File: config.mk
export PLATFORM = sky130hd
export DESIGN_NAME = vga_disp_ctrl
export DESIGN_NICKNAME = d
export VERILOG_FILES = /design/src/rtl/vga_pkg.sv /design/src/rtl/vga_timing.sv /design/src/rtl/vga_disp_ctrl.sv
export SDC_FILE = /design/constraint.sdc
export NUM_CORES = 1
export LEC_CHECK = 0
export BUFFER_PORTS_ARGS = -buffer_cell sky130_fd_sc_hd__buf_2
export CORE_ASPECT_RATIO = 0.9
export CORE_MARGIN = 8
export CORE_UTILIZATION = 57
export DETAILED_ROUTE_END_ITERATION = 10
export GPL_TIMING_DRIVEN = 0
export PLACE_DENSITY_LB_ADDON = 0.05
export SETUP_SLACK_MARGIN = 0.15
export SYNTH_ARGS = -nofsm -noshare
export SYNTH_HDL_FRONTEND = slang
export SYNTH_SLANG_ARGS = --single-unit
File: constraint.sdc
create_clock -name clk -period 8.3 [get_ports clk]
set_input_delay 0.83 -clock clk [delete_from_list [all_inputs] [get_ports clk]]
set_output_delay 0.83 -clock clk [all_outputs]
set_load 0.01 [all_outputs]
File: src/rtl/vga_pkg.sv
// vga_pkg: shared definitions for the VGA/LCD display controller.
//   - default 640x480@60 timing constants (pixel clock domain)
//   - RGB565 colour constants
//   - per-pixel sync/enable flag bundle carried down the pixel pipeline
//   - cnt_w(): counter width helper built on $clog2
package vga_pkg;

  // 640x480@60, 25.175 MHz pixel clock
  localparam int VGA_H_SYNC   = 96;
  localparam int VGA_H_BACK   = 48;
  localparam int VGA_H_ACTIVE = 640;
  localparam int VGA_H_FRONT  = 16;
  localparam int VGA_V_SYNC   = 2;
  localparam int VGA_V_BACK   = 33;
  localparam int VGA_V_ACTIVE = 480;
  localparam int VGA_V_FRONT  = 10;

  localparam logic [15:0] RGB565_BLACK = 16'h0000;
  localparam logic [15:0] RGB565_WHITE = 16'hFFFF;
  localparam logic [15:0] RGB565_RED   = 16'hF800;
  localparam logic [15:0] RGB565_GREEN = 16'h07E0;
  localparam logic [15:0] RGB565_BLUE  = 16'h001F;

  // Sync flags are polarity-free ("sync region active"); polarity is
  // applied only at the output register.
  typedef struct packed {
    logic hs;   // inside horizontal sync region
    logic vs;   // inside vertical sync region
    logic de;   // visible pixel
    logic fs;   // first visible pixel of the frame
  } pix_flags_t;

  // Bits needed to hold values 0..n-1 (at least one bit).
  function automatic int cnt_w(input int n);
    return (n <= 2) ? 1 : $clog2(n);
  endfunction

endpackage

File: src/rtl/vga_timing.sv
// vga_timing: free-running horizontal/vertical counters and raw timing flags.
// Ports:
//   clk          pixel clock
//   rst          asynchronous, active-low reset (counters to 0)
//   hs_act_o     h_cnt is inside the hsync region
//   vs_act_o     v_cnt is inside the vsync region
//   vis_o        current counter position is a visible pixel
//   first_pix_o  current position is the first visible pixel of the frame
//   frame_end_o  last counter position of the frame (frame boundary)
//   x_o, y_o     active-area pixel coordinates (valid only while vis_o)
module vga_timing
  import vga_pkg::*;
#(
  parameter int H_SYNC   = VGA_H_SYNC,
  parameter int H_BACK   = VGA_H_BACK,
  parameter int H_ACTIVE = VGA_H_ACTIVE,
  parameter int H_FRONT  = VGA_H_FRONT,
  parameter int V_SYNC   = VGA_V_SYNC,
  parameter int V_BACK   = VGA_V_BACK,
  parameter int V_ACTIVE = VGA_V_ACTIVE,
  parameter int V_FRONT  = VGA_V_FRONT
) (
  input  logic        clk,
  input  logic        rst,
  output logic        hs_act_o,
  output logic        vs_act_o,
  output logic        vis_o,
  output logic        first_pix_o,
  output logic        frame_end_o,
  output logic [10:0] x_o,
  output logic [10:0] y_o
);

  localparam int H_TOTAL = H_SYNC + H_BACK + H_ACTIVE + H_FRONT;
  localparam int V_TOTAL = V_SYNC + V_BACK + V_ACTIVE + V_FRONT;
  // One spare count so the end-of-visible constant fits even with a zero porch.
  localparam int HW = cnt_w(H_TOTAL + 1);
  localparam int VW = cnt_w(V_TOTAL + 1);

  localparam logic [HW-1:0] H_LAST    = HW'(H_TOTAL - 1);
  localparam logic [HW-1:0] H_SYNC_E  = HW'(H_SYNC);
  localparam logic [HW-1:0] H_VIS_B   = HW'(H_SYNC + H_BACK);
  localparam logic [HW-1:0] H_VIS_E   = HW'(H_SYNC + H_BACK + H_ACTIVE);
  localparam logic [VW-1:0] V_LAST    = VW'(V_TOTAL - 1);
  localparam logic [VW-1:0] V_SYNC_E  = VW'(V_SYNC);
  localparam logic [VW-1:0] V_VIS_B   = VW'(V_SYNC + V_BACK);
  localparam logic [VW-1:0] V_VIS_E   = VW'(V_SYNC + V_BACK + V_ACTIVE);

  logic [HW-1:0] h_cnt_q, h_cnt_d;
  logic [VW-1:0] v_cnt_q, v_cnt_d;

  always_comb begin
    h_cnt_d = h_cnt_q + HW'(1);
    v_cnt_d = v_cnt_q;
    if (h_cnt_q == H_LAST) begin
      h_cnt_d = '0;
      v_cnt_d = (v_cnt_q == V_LAST) ? '0 : v_cnt_q + VW'(1);
    end
  end

  always_ff @(posedge clk or negedge rst) begin
    if (!rst) begin
      h_cnt_q <= '0;
      v_cnt_q <= '0;
    end else begin
      h_cnt_q <= h_cnt_d;
      v_cnt_q <= v_cnt_d;
    end
  end

  assign hs_act_o    = (h_cnt_q < H_SYNC_E);
  assign vs_act_o    = (v_cnt_q < V_SYNC_E);
  assign vis_o       = (h_cnt_q >= H_VIS_B) && (h_cnt_q < H_VIS_E) &&
                       (v_cnt_q >= V_VIS_B) && (v_cnt_q < V_VIS_E);
  assign first_pix_o = (h_cnt_q == H_VIS_B) && (v_cnt_q == V_VIS_B);
  assign frame_end_o = (h_cnt_q == H_LAST) && (v_cnt_q == V_LAST);
  // Offsets wrap outside the visible window; downstream ignores them there.
  assign x_o         = 11'(h_cnt_q - H_VIS_B);
  assign y_o         = 11'(v_cnt_q - V_VIS_B);

endmodule

File: src/rtl/vga_disp_ctrl.sv
// vga_disp_ctrl: VGA/LCD controller drawing a filled circle over a background.
// Ports:
//   clk, rst                 pixel clock, asynchronous active-low reset
//   cfg_valid / cfg_ready    configuration handshake (one pending slot)
//   cfg_cx, cfg_cy, cfg_r    circle centre (active coordinates) and radius
//   cfg_fg, cfg_bg           circle and background colours
//   hsync, vsync, de         display timing outputs
//   lcd_rgb                  pixel data, 0 outside the visible area
//   frame_start              pulse on the first visible pixel of a frame
// Every output leaves the same 3-stage pipeline, so all are skew-free and
// lag the counters by exactly 3 clocks.
module vga_disp_ctrl
  import vga_pkg::*;
#(
  parameter int               H_SYNC   = VGA_H_SYNC,
  parameter int               H_BACK   = VGA_H_BACK,
  parameter int               H_ACTIVE = VGA_H_ACTIVE,
  parameter int               H_FRONT  = VGA_H_FRONT,
  parameter int               V_SYNC   = VGA_V_SYNC,
  parameter int               V_BACK   = VGA_V_BACK,
  parameter int               V_ACTIVE = VGA_V_ACTIVE,
  parameter int               V_FRONT  = VGA_V_FRONT,
  parameter bit               HS_POL   = 1'b0,
  parameter bit               VS_POL   = 1'b0,
  parameter int               RGB_W    = 16,
  parameter logic [10:0]      DEF_CX   = 11'd320,
  parameter logic [10:0]      DEF_CY   = 11'd240,
  parameter logic [9:0]       DEF_R    = 10'd50,
  parameter logic [RGB_W-1:0] DEF_FG   = RGB_W'(RGB565_GREEN),
  parameter logic [RGB_W-1:0] DEF_BG   = RGB_W'(RGB565_WHITE)
) (
  input  logic             clk,
  input  logic             rst,
  input  logic             cfg_valid,
  output logic             cfg_ready,
  input  logic [10:0]      cfg_cx,
  input  logic [10:0]      cfg_cy,
  input  logic [9:0]       cfg_r,
  input  logic [RGB_W-1:0] cfg_fg,
  input  logic [RGB_W-1:0] cfg_bg,
  output logic             hsync,
  output logic             vsync,
  output logic             de,
  output logic [RGB_W-1:0] lcd_rgb,
  output logic             frame_start
);

  // ---------------------------------------------------------------- timing
  logic        raw_hs, raw_vs, raw_vis, raw_first, raw_end;
  logic [10:0] raw_x, raw_y;

  vga_timing #(
    .H_SYNC  (H_SYNC),   .H_BACK  (H_BACK),
    .H_ACTIVE(H_ACTIVE), .H_FRONT (H_FRONT),
    .V_SYNC  (V_SYNC),   .V_BACK  (V_BACK),
    .V_ACTIVE(V_ACTIVE), .V_FRONT (V_FRONT)
  ) u_timing (
    .clk        (clk),
    .rst        (rst),
    .hs_act_o   (raw_hs),
    .vs_act_o   (raw_vs),
    .vis_o      (raw_vis),
    .first_pix_o(raw_first),
    .frame_end_o(raw_end),
    .x_o        (raw_x),
    .y_o        (raw_y)
  );

  // --------------------------------------------------------- configuration
  logic [10:0]      cx_q, cy_q, pcx_q, pcy_q;
  logic [9:0]       r_q, pr_q;
  logic [RGB_W-1:0] fg_q, bg_q, pfg_q, pbg_q;
  logic             pend_q;

  assign cfg_ready = !pend_q;

  // Active registers only change on the frame boundary. A transfer on the
  // boundary itself can only happen when the slot was empty, so it simply
  // fills the slot and waits for the following boundary.
  always_ff @(posedge clk or negedge rst) begin
    if (!rst) begin
      cx_q   <= DEF_CX;
      cy_q   <= DEF_CY;
      r_q    <= DEF_R;
      fg_q   <= DEF_FG;
      bg_q   <= DEF_BG;
      pcx_q  <= '0;
      pcy_q  <= '0;
      pr_q   <= '0;
      pfg_q  <= '0;
      pbg_q  <= '0;
      pend_q <= 1'b0;
    end else if (raw_end && pend_q) begin
      cx_q   <= pcx_q;
      cy_q   <= pcy_q;
      r_q    <= pr_q;
      fg_q   <= pfg_q;
      bg_q   <= pbg_q;
      pend_q <= 1'b0;
    end else if (cfg_valid && !pend_q) begin
      pcx_q  <= cfg_cx;
      pcy_q  <= cfg_cy;
      pr_q   <= cfg_r;
      pfg_q  <= cfg_fg;
      pbg_q  <= cfg_bg;
      pend_q <= 1'b1;
    end
  end

  // -------------------------------------------------------------- pipeline
  // Radius and colours travel with each pixel so a config swap can never
  // pair a pixel with another frame's parameters.
  pix_flags_t       flags_d, s1_flags_q, s2_flags_q;
  logic [11:0]      dx_d, dy_d, s1_dx_q, s1_dy_q;
  logic [19:0]      rsq_d, s1_rsq_q, s2_rsq_q;
  logic [RGB_W-1:0] s1_fg_q, s1_bg_q, s2_fg_q, s2_bg_q;
  logic [10:0]      adx, ady;
  logic [21:0]      dx2_d, dy2_d, s2_dx2_q, s2_dy2_q;
  logic [22:0]      dist_d;
  logic             inside_d;

  assign flags_d = '{hs: raw_hs, vs: raw_vs, de: raw_vis, fs: raw_first};
  // Zero-extended operands make the 12-bit difference a correct signed value.
  assign dx_d    = {1'b0, raw_x} - {1'b0, cx_q};
  assign dy_d    = {1'b0, raw_y} - {1'b0, cy_q};
  assign rsq_d   = {10'd0, r_q} * {10'd0, r_q};

  // |d| never exceeds 2047, so squaring the magnitude fits in 22 bits.
  assign adx     = s1_dx_q[11] ? 11'(12'd0 - s1_dx_q) : s1_dx_q[10:0];
  assign ady     = s1_dy_q[11] ? 11'(12'd0 - s1_dy_q) : s1_dy_q[10:0];
  assign dx2_d   = {11'd0, adx} * {11'd0, adx};
  assign dy2_d   = {11'd0, ady} * {11'd0, ady};

  assign dist_d   = {1'b0, s2_dx2_q} + {1'b0, s2_dy2_q};
  assign inside_d = (dist_d < {3'd0, s2_rsq_q});   // strict: r = 0 draws nothing

  always_ff @(posedge clk or negedge rst) begin
    if (!rst) begin
      s1_flags_q <= '0;
      s1_dx_q    <= '0;
      s1_dy_q    <= '0;
      s1_rsq_q   <= '0;
      s1_fg_q    <= '0;
      s1_bg_q    <= '0;
      s2_flags_q <= '0;
      s2_dx2_q   <= '0;
      s2_dy2_q   <= '0;
      s2_rsq_q   <= '0;
      s2_fg_q    <= '0;
      s2_bg_q    <= '0;
    end else begin
      s1_flags_q <= flags_d;
      s1_dx_q    <= dx_d;
      s1_dy_q    <= dy_d;
      s1_rsq_q   <= rsq_d;
      s1_fg_q    <= fg_q;
      s1_bg_q    <= bg_q;
      s2_flags_q <= s1_flags_q;
      s2_dx2_q   <= dx2_d;
      s2_dy2_q   <= dy2_d;
      s2_rsq_q   <= s1_rsq_q;
      s2_fg_q    <= s1_fg_q;
      s2_bg_q    <= s1_bg_q;
    end
  end

  always_ff @(posedge clk or negedge rst) begin
    if (!rst) begin
      hsync       <= !HS_POL;
      vsync       <= !VS_POL;
      de          <= 1'b0;
      lcd_rgb     <= '0;
      frame_start <= 1'b0;
    end else begin
      hsync       <= s2_flags_q.hs ? HS_POL : !HS_POL;
      vsync       <= s2_flags_q.vs ? VS_POL : !VS_POL;
      de          <= s2_flags_q.de;
      lcd_rgb     <= !s2_flags_q.de ? '0 : (inside_d ? s2_fg_q : s2_bg_q);
      frame_start <= s2_flags_q.fs;
    end
  end

endmodule

==> reports/qor.txt <==
Seq/Total Area, Yosys: 0.377
reg-to-reg slack, setup: 0.51 ns
clk_skew: 0.0263 ns
fin. max-slew vios: 0
Area contributors post-synth: dfrtp_1 (34%), fa_1 (15%), ha_1 (12%)
Overall Global Routing Usage: 0.202
number of placed I/O pins: 88
status: completed
ys async rst share: 1.00
fillcell total: 3,238
layout cells sized above 1: 0.152
global placer's final weighted congestion: 0.844
DR vias/cell: 5.23
Crit path arrival time: 8.25 ns
Fmax achieved: 128 MHz
Final nets: 2,716
VDD IR max: 0.184 mV
Slew @ Worst Pin: 0.881 ns
Cells after Synth: 2,120
post-route insts no fill: 2,822
register bit count reported by yosys: 345
area of the mapped netlist: 0.0230 mm2
final setup violation count: 0
DP Area: 0.0242 mm2
CTS Sinks: 345
commonest cells in the netlist: inv_1 (340), dfrtp_1 (312), ha_1 (221)
antenna viol nets, final: 0
reg2reg end: s2_dy2_q[21]
Core Rows: 70
Detailed Route WL: 46,000 um
YS warnings: 0
Post-synth EDFFs: 0
CTS tree: built
Reg clk slew, reported paths: 0.06 ns
vias in the first global route: 15,900
initial antenna violation count: 3
H-tree depth: 2
Finished Core Util: 0.638
placed instance count: 2,749
syn_area_per_cell: 10.9 um2
Yosys top cell by area: dfrtp_1
Slew HR: 0.411
Final Cycle Share: 0.938
CTS root buf: clkbuf_16
Crit Path Class: flip-flop to flip-flop
Power, Total: 3.60 mW
Post-Place Worst Slack: 0.0576 ns
pwr/cell area: 141 mW/mm2
Layout area overhead: 11.4%
Synth cell types: 68
Synth Net Count: 2,585
top-count cell post-synth: inv_1
CP Data Required Time: 8.76 ns
worst r2r src: s1_dy_q[0]
initial core utilization: 0.573
Post-synth top flop: dfrtp_1
setup ws final: 0.512 ns
Iter 0 DRT Violations: 691
Die Y: 207 um
CP endpoint kind: flip-flop
CTS buffer count: 38
global-route wire length before repair: 77,900 um
CTS max path bufs: 3
leakage power: 13.0 nW
# Max-Cap Violations: 0
worst-case reg-to-reg path depth: 27
top cell type's share of synthesized area: 0.339
largest net degree at the start of global routing: 123
core region area: 0.0402 mm2
finished layout cell area: 0.0257 mm2
Clock Latency Late Sink: 0.56 ns
die area: 0.0471 mm2
cts hold-fix bufs: 0
Die X: 228 um
Hold WC Path Type: input port to asynchronous set/reset pin
Detailed Place HPWL: 36,100 um
Final min period: 7.79 ns
DRT Pass-1 Iters: 5
Overflow after GRT: 0
RSZ-0062 raised after global routing: true
Vias: 14,800
sequential cell area: 0.00867 mm2
final hold violation count: 0
Startpoint Class: flip-flop
CP max FO: 11
routed len/inst: 16.3 um
IO buf count: 87
area of the multi-input gates: 0.0129 mm2
DRC viols: 0
worst max-delay path: stages (launching register included):
cell,delay [ns]
dfrtp_1,0.41
inv_1,0.16
buf_4,0.23
ha_1,0.19
nand2b_1,0.07
or4_1,0.42
or3_1,0.38
o31ai_4,0.36
xor2_4,0.19
nor2_2,0.18
inv_1,0.08
fa_1,0.50
fa_1,0.54
inv_1,0.05
fa_1,0.53
fa_1,0.55
inv_1,0.05
fa_1,0.53
inv_1,0.05
ha_1,0.37
a2111oi_2,0.32
o21ai_1,0.15
o211a_1,0.21
o41ai_4,0.38
o2111ai_2,0.19
a31o_2,0.26
a21oi_1,0.17
xnor2_1,0.14
cells by family after synthesis:
logic type / share of synthesized area
xor gates and xnor gates: 0.0509
DFF: 0.377
AOI/OAI and AO/OA: 0.0630
buffers and inverters: 0.0649
and+or+nand+nor: 0.0978
muxes: 0.0728
adders and majority gates: 0.274
cell type report:
| type | count | share of cell area |
|---|---|---|
| multi-input combinational | 1384 | 0.504 |
| sequential | 345 | 0.338 |
| inverter | 343 | 0.0503 |
| clock buffer | 50 | 0.0412 |
| tap | 540 | 0.0263 |
| timing repair buffer | 91 | 0.0201 |
| clock inverter | 20 | 0.0115 |
| buffer | 48 | 0.00824 |
| antenna | 1 | 0.0000975 |
where the power goes:
group / internal (mW) / total (mW) / switching (mW)
clock network: 1.07 / 1.77 / 0.699
logic: 0.0431 / 0.0884 / 0.0453
registers: 1.72 / 1.74 / 0.0204
layout by cell type (no fill, tap or decap), types with 27 or more instances in the layout:
| master | netlist | layout |
|---|---|---|
| inv_1 | 340 | 339 |
| buf_2 | 3 | 89 |
| clkbuf_16 | 0 | 38 |
| o21ai_0 | 51 | 51 |
| nor3_1 | 27 | 27 |
| nand2_1 | 149 | 149 |
| dfstp_2 | 33 | 33 |
| mux2_2 | 121 | 121 |
| xor2_1 | 47 | 45 |
| clkbuf_1 | 40 | 44 |
| nor2_1 | 172 | 171 |
| fa_1 | 177 | 177 |
| a21oi_1 | 43 | 43 |
| dfrtp_1 | 312 | 312 |
| and2_1 | 39 | 39 |
| xnor2_1 | 83 | 82 |
| ha_1 | 221 | 221 |
stage by stage:
step	setup TNS, ns	hold WS, ns
finish	0	0.301
CTS	0	0.335
global placement	-13.99	0.332
detailed placement	0	0.335
global route	0	0.347
floorplan	0	0.331
repair_timing:
item | CTS | global route
buffers inserted | 0 | 2
endpoints found under the setup margin | 2 | 7
pin swaps | 0 | 2
gates resized for setup | 2 | 16
how the worst max path moves through the flow:
| stage | start | cells past startpoint | endpoint | slack (ns) |
|---|---|---|---|---|
| after detailed placement | s1_dx_q[0] | 26 | s2_dx2_q[20] | 0.06 |
| after global routing | s1_dy_q[0] | 27 | s2_dy2_q[21] | 0.09 |
| after floorplan | s1_dy_q[0] | 27 | s2_dy2_q[21] | 1.12 |
| final | s1_dy_q[0] | 27 | s2_dy2_q[21] | 0.51 |
| after CTS | s1_dy_q[0] | 28 | s2_dy2_q[21] | 0.28 |
| after global placement | rst | 1 | pfg_q[11] | -0.10 |
flip-flops by register name (all words and copies together) (netlist names), 16 cells and up:
name,count
s2_rsq_q,19
s2_fg_q,16
lcd_rgb,16
bg_q,16
pbg_q,16
s2_dx2_q,21
s1_rsq_q,19
pfg_q,16
s2_dy2_q,21
s1_fg_q,16
s2_bg_q,16
s1_bg_q,16
fg_q,16
metal layers:
layer  vias up  share of wire  wire length (um)  track usage
met4         4          0.027              1250       0.0664
met5         -        0.00048                22            0
li1       7132              -                 -            -
met2       254           0.48             21900        0.337
met3        79          0.044              2040       0.0344
met1      7290           0.45             20800        0.268
No activity file was read; power rests on OpenSTA's default activity.
